<file path="config.mk">
export PLATFORM = sky130hd
export DESIGN_NAME = wall_clock
export DESIGN_NICKNAME = d
export VERILOG_FILES = /design/src/rtl/wall_clock_pkg.sv /design/src/rtl/wall_clock_mod_counter.sv /design/src/rtl/wall_clock.sv
export SDC_FILE = /design/constraint.sdc
export NUM_CORES = 1
export LEC_CHECK = 0
export ABC_AREA = 1
export CORE_ASPECT_RATIO = 1.2
export CORE_MARGIN = 2
export CORE_UTILIZATION = 30
export DETAILED_ROUTE_END_ITERATION = 10
export MAX_ROUTING_LAYER = met4
export PLACE_DENSITY = 0.6
export SYNTH_ARGS = -nofsm -noshare
export SYNTH_HDL_FRONTEND = slang
export SYNTH_SLANG_ARGS = --single-unit
export TNS_END_PERCENT = 1
</file>
<file path="constraint.sdc">
create_clock -name Clock_1s -period 1.5 [get_ports Clock_1s]
set_clock_uncertainty 0.1 [all_clocks]
set_input_delay 0.15 -clock Clock_1s [delete_from_list [all_inputs] [get_ports Clock_1s]]
set_output_delay 0.15 -clock Clock_1s [all_outputs]
set_load 0.005 [all_outputs]
</file>
<file path="src/rtl/wall_clock_pkg.sv">
// wall_clock_pkg: shared limits, field widths and BCD helpers for the
// wall_clock time-of-day counter.
//   SEC_MAX / MIN_MAX / HOUR_MAX : last legal value of each field
//   SEC_W / MIN_W / HOUR_W       : binary field widths
//   bcd_digit_t / bcd_pair_t     : BCD digit and tens/ones pair
//   to_bcd2()                    : binary 0..63 to a tens/ones BCD pair
package wall_clock_pkg;

    localparam int SEC_MAX  = 59;
    localparam int MIN_MAX  = 59;
    localparam int HOUR_MAX = 23;

    localparam int SEC_W  = 6;
    localparam int MIN_W  = 6;
    localparam int HOUR_W = 5;

    typedef logic [3:0] bcd_digit_t;

    typedef struct packed {
        bcd_digit_t tens;
        bcd_digit_t ones;
    } bcd_pair_t;

    // Constant-divisor split; every field fits in 6 bits.
    function automatic bcd_pair_t to_bcd2(input logic [5:0] v);
        bcd_pair_t r;
        r.tens = bcd_digit_t'(v / 6'd10);
        r.ones = bcd_digit_t'(v % 6'd10);
        return r;
    endfunction

endpackage

</file>
<file path="src/rtl/wall_clock_mod_counter.sv">
// mod_counter: modulo-N up-counter with asynchronous active-low reset.
//   clk_i   : clock
//   rst_ni  : async active-low reset, value -> 0
//   inc_i   : advance by one on this edge
//   value_o : registered count 0..N-1
//   carry_o : combinational, high when an increment wraps the count to 0
// Any value >= N-1 is treated as the last value, so an illegal count
// recovers to 0 on its next increment.
module mod_counter #(
    parameter int N = 60,
    parameter int W = 6
) (
    input  logic         clk_i,
    input  logic         rst_ni,
    input  logic         inc_i,
    output logic [W-1:0] value_o,
    output logic         carry_o
);
    import wall_clock_pkg::*;

    localparam logic [W-1:0] LAST = W'(N - 1);

    logic [W-1:0] value_q, value_d;
    logic         at_last;

    assign at_last = (value_q >= LAST);

    always_comb begin
        value_d = value_q;
        if (inc_i) begin
            value_d = at_last ? '0 : value_q + 1'b1;
        end
    end

    always_ff @(posedge clk_i or negedge rst_ni) begin
        if (!rst_ni) value_q <= '0;
        else         value_q <= value_d;
    end

    assign value_o = value_q;
    assign carry_o = inc_i & at_last;

endmodule

</file>
<file path="src/rtl/wall_clock.sv">
// wall_clock: 24-hour hh:mm:ss counter advanced by a 1 Hz clock, with
// manual minute/hour advance inputs.
//   Clock_1s   : time-base clock, one rising edge per second
//   reset      : async active-low, time -> 00:00:00
//   en         : count enable for seconds (and therefore all carries)
//   set_min    : advance minutes by one, no carry into hours
//   set_hour   : advance hours by one
//   seconds    : 0..59, minutes : 0..59, hours : 0..23
//   rollover   : one-cycle pulse after a natural 23:59:59 -> 00:00:00
//   bcd_digits : (only with WALL_CLOCK_BCD_EN) Htens,Hones,Mtens,Mones,
//                Stens,Sones, derived combinationally from the fields
module wall_clock
    import wall_clock_pkg::*;
(
    input  logic              Clock_1s,
    input  logic              reset,
    input  logic              en,
    input  logic              set_min,
    input  logic              set_hour,
    output logic [SEC_W-1:0]  seconds,
    output logic [MIN_W-1:0]  minutes,
    output logic [HOUR_W-1:0] hours,
`ifdef WALL_CLOCK_BCD_EN
    output logic [23:0]       bcd_digits,
`endif
    output logic              rollover
);

    logic sec_co, min_co, hour_co;
    logic min_inc, hour_inc, hour_carry;
    logic rollover_q, rollover_d;

    // A set request and a natural carry into the same field collapse into
    // one increment. A wrap caused by set_min must not ripple into hours,
    // so the minute carry is only honoured when it came from seconds.
    assign min_inc    = set_min | sec_co;
    assign hour_carry = min_co & ~set_min;
    assign hour_inc   = set_hour | hour_carry;

    // Only a purely natural hour wrap counts as a day rollover.
    assign rollover_d = hour_co & ~set_hour;

    mod_counter #(.N(SEC_MAX + 1), .W(SEC_W)) u_sec (
        .clk_i   (Clock_1s),
        .rst_ni  (reset),
        .inc_i   (en),
        .value_o (seconds),
        .carry_o (sec_co)
    );

    mod_counter #(.N(MIN_MAX + 1), .W(MIN_W)) u_min (
        .clk_i   (Clock_1s),
        .rst_ni  (reset),
        .inc_i   (min_inc),
        .value_o (minutes),
        .carry_o (min_co)
    );

    mod_counter #(.N(HOUR_MAX + 1), .W(HOUR_W)) u_hour (
        .clk_i   (Clock_1s),
        .rst_ni  (reset),
        .inc_i   (hour_inc),
        .value_o (hours),
        .carry_o (hour_co)
    );

    always_ff @(posedge Clock_1s or negedge reset) begin
        if (!reset) rollover_q <= 1'b0;
        else        rollover_q <= rollover_d;
    end

    assign rollover = rollover_q;

`ifdef WALL_CLOCK_BCD_EN
    bcd_pair_t h_bcd, m_bcd, s_bcd;
    assign h_bcd      = to_bcd2({1'b0, hours});
    assign m_bcd      = to_bcd2(minutes);
    assign s_bcd      = to_bcd2(seconds);
    assign bcd_digits = {h_bcd, m_bcd, s_bcd};
`endif

endmodule

</file>
==> results list <==
- Buffers placed on the I/O ports in this run total 22.
- Summed over all layers, the global routing overflow is 0.
- DR vias/cell: 4.809
* Syn_area_per_cell: 8.432 sq um
- For this block, the initial DRC count from the detailed router was 9.
- The multi-input combinational cells in the finished layout cover a total of 516.7 sq um.
- Area share of the largest cell type after synthesis: 44.89%
- Outcome: complete, no violations
- Total power divided by cell area: 1755 mW/mm^2
* Met2 WL: 1147 um
* Post-layout utilization of the core: 42.79%
- Synth Flop Type: sky130_fd_sc_hd__dfrtp_1
- The path class of the tightest hold or removal check is primary input to async pin.
- At the end of routability-driven placement, the weighted congestion stood at 0.8667.
- Ratio of cells with drive above 1 in the final layout: 22.52%
- Post-Syn Instances: 119
- 23 I/O pins were placed.
- Entering global routing, the biggest net connects 19 pins.
- In this run, synthesis inferred 0 flip-flops with an integrated enable.
* Antenna diode instance count: 0
* CORE AREA: 0.003281 sq mm
- TritonCTS built the clock tree.
- Cell type with the highest aggregate area in the netlist: sky130_fd_sc_hd__dfrtp_1
- Post-synth ARST share: 100.0%
- Once detailed placement completed, the half-perimeter wirelength came to 1667 um.
* Worst Setup Start Kind: flop
- Global routing used 13.37% of the available tracks.
- Counting I/O delays and the setup requirement, the final critical path takes 1481 ps.
- After filler insertion, the fill cell instance count of the layout stands at 349.
* Die Footprint: 0.003825 sq mm
* Data required time of the critical path: 1250 ps
- Part of the Yosys area used for sequential elements: 44.89%
- Static Leakage: 0.6295 nW
- CTS built an H-tree with a depth of 1.
- Net count reported at finish: 160
* Yosys reg bits: 18
- Global-route wire length before repair: 3870 um
- Sequential cell area in the final layout: 461.7 sq um
- The most common cell in the synthesized netlist is sky130_fd_sc_hd__nand2_1.
- The number of slew-limit violations in the final report came to 0.
* Type of the worst setup path: flop to primary output
- Number of placement rows: 23
* Nature of the critical path endpoint: primary output
- The number of cells on the worst reg-to-reg path is 7.
- Sorting the synthesized cells by area gives the leading types as sky130_fd_sc_hd__dfrtp_1 (45%), sky130_fd_sc_hd__nand2_1 (10%), sky130_fd_sc_hd__nand3_1 (8.5%).
* Maximum buffer depth of the clock tree: 2
- Max-cap violation count: 0
* Area added between synthesis and finish: 39.90%
- The detail route stage leaves a number of antenna-violating nets equal to 0.
* Transition time at the pin with the least slew margin: 343.7 ps
- DRT met1 WL: 899 um
- After detailed routing, no signal wire sits above met4.
* RSZ-0062 raised after global routing: yes
- Yosys printed 0 warnings.
- In the routed design, unresolved DRC markers number 0.
- Number of library cell types mapped by synthesis: 25
* Largest fanout on the critical path: 5
* Number of global-route vias before repair: 904
- For this run, the top clock speed supported by timing is 675.0 MHz.
* Die W: 56.80 um
- Of the available clock period, the critical path in the final layout requires 98.76%.
- WL met3: 74 um
* DR vias: 904
- IR analysis of the VDD net gives a maximum drop of 0.7713 mV.
* Final setup violation count: 0
- After clock tree synthesis, the clock-pin slew on the worst setup and hold paths is 70 ps.
- Effective utilization at floorplan: 30.59%
* Leading cell types by count after synthesis: sky130_fd_sc_hd__nand2_1 (28), sky130_fd_sc_hd__dfrtp_1 (18), sky130_fd_sc_hd__nand3_1 (17)
* Worst-skew pair later-pin latency: 250 ps
- In this run, CTS created clock tree buffers numbering 3.
- Mapped Nets: 127
* CTS root buffer: sky130_fd_sc_hd__clkbuf_8
- First-pass iteration count of the detailed router: 4
- Worst slew margin relative to its limit: 76.91%
- The hold violation count in the final report came to 0.
- Number of antenna violations at the first check in global routing: 0
* Cell Area, Synth: 0.001003 sq mm
- Height of the die: 67.36 um
* Routed wire per std cell: 11.47 um
- Post-CTS setup repair buffer count: 0
- Hold timing on the final database bottoms out at a slack of 133.0 ps.
- Clock tree synthesis found a total of 18 sinks.
- Wires add up to 2157 um.
* Number of buffers inserted for hold repair after clock tree synthesis: 0
- Critical Path AT: 1230 ps
[layout make-up]
class                      count  area share (%)
tap                           37           3.298
timing repair buffer          28           19.07
clock buffer                   4           3.922
multi-input combinational     86           36.81
sequential                    18           32.89
inverter                      15           4.011
[sequential cells by signal, summed over array words and instances (netlist names)]
signal / count
u_min.value_o: 6
u_sec.value_o: 6
u_hour.value_o: 5
rollover: 1
[routing by layer]
metal,up-vias,global-route usage [%]
met2,17,22.82
met5,-,-
li1,452,-
met1,431,15.36
met3,4,1.724
met4,0,7.267
[where the power goes]
group / switching, mW / internal (mW) / leakage (nW) / total (mW)
logic: 0.470 / 0.632 / 0.386 / 1.10
clock network: 0.155 / 0.233 / 0.0288 / 0.388
registers: 0.275 / 0.698 / 0.215 / 0.973
[cells by family after synthesis]
| group | synth area share [%] |
|---|---|
| DFF | 44.89 |
| xor gates and xnor gates | 4.364 |
| buffers and inverters | 5.611 |
| adders and majority gates | 3.741 |
| muxes | 0.9975 |
| and+or+nand+nor | 33.29 |
| AOI/OAI and AO/OA | 7.108 |
[placed cells by master (no fill, tap or decap), types with 2 or more instances in the layout]
cell type and count:
sky130_fd_sc_hd__o21ai_1 2, sky130_fd_sc_hd__nor2_1 8, sky130_fd_sc_hd__buf_4 6, sky130_fd_sc_hd__dfrtp_2 9, sky130_fd_sc_hd__a21oi_1 2, sky130_fd_sc_hd__nand2_1 27, sky130_fd_sc_hd__ha_2 2, sky130_fd_sc_hd__o21ai_4 2
sky130_fd_sc_hd__clkbuf_8 4, sky130_fd_sc_hd__nor2_2 3, sky130_fd_sc_hd__nand3_1 17, sky130_fd_sc_hd__clkdlybuf4s50_1 21, sky130_fd_sc_hd__inv_1 14, sky130_fd_sc_hd__o21ai_0 4, sky130_fd_sc_hd__dfrtp_1 9, sky130_fd_sc_hd__xor2_1 5
sky130_fd_sc_hd__nand3_4 2
[per-stage QoR]
step | instances | power [mW] | setup WS (ps) | TNS [ps] | area (sq um)
6_report | 188 | 2.463 | 18.55 | 0 | 1404
5_1_grt | 188 | 2.679 | -49.38 | -133.9 | 1404
4_1_cts | 188 | 2.435 | 2.037 | 0 | 1373
3_5_place_dp | 184 | 2.030 | 30.05 | 0 | 1315
3_3_place_gp | 184 | 2.013 | 51.00 | 0 | 1315
2_1_floorplan | 119 | 1.433 | 58.67 | 0 | 1003
[worst paths after layout]
path	startpoint	end	slack [ps]
worst max-delay path	u_min.value_o[0]	minutes[0]	20
worst min register to register	u_min.value_o[3]	u_min.value_o[3]	480
worst max register to register	u_min.value_o[1]	u_hour.value_o[4]	110
worst min-delay path	reset	rollover	130
min in group Clock_1s	set_hour	rollover	410
max in group asynchronous	reset	u_sec.value_o[4]	950
[worst max-delay path: stages (launching register included)]
cell and delay, ps:
sky130_fd_sc_hd__dfrtp_1 350, sky130_fd_sc_hd__buf_4 140, sky130_fd_sc_hd__clkdlybuf4s50_1 500
[repair_timing]
item	in CTS	in global routing
resized for setup	2	14
pin swaps	0	0
setup endpoints to repair	2	19
Note: power is estimated with default switching activity, not from simulation.
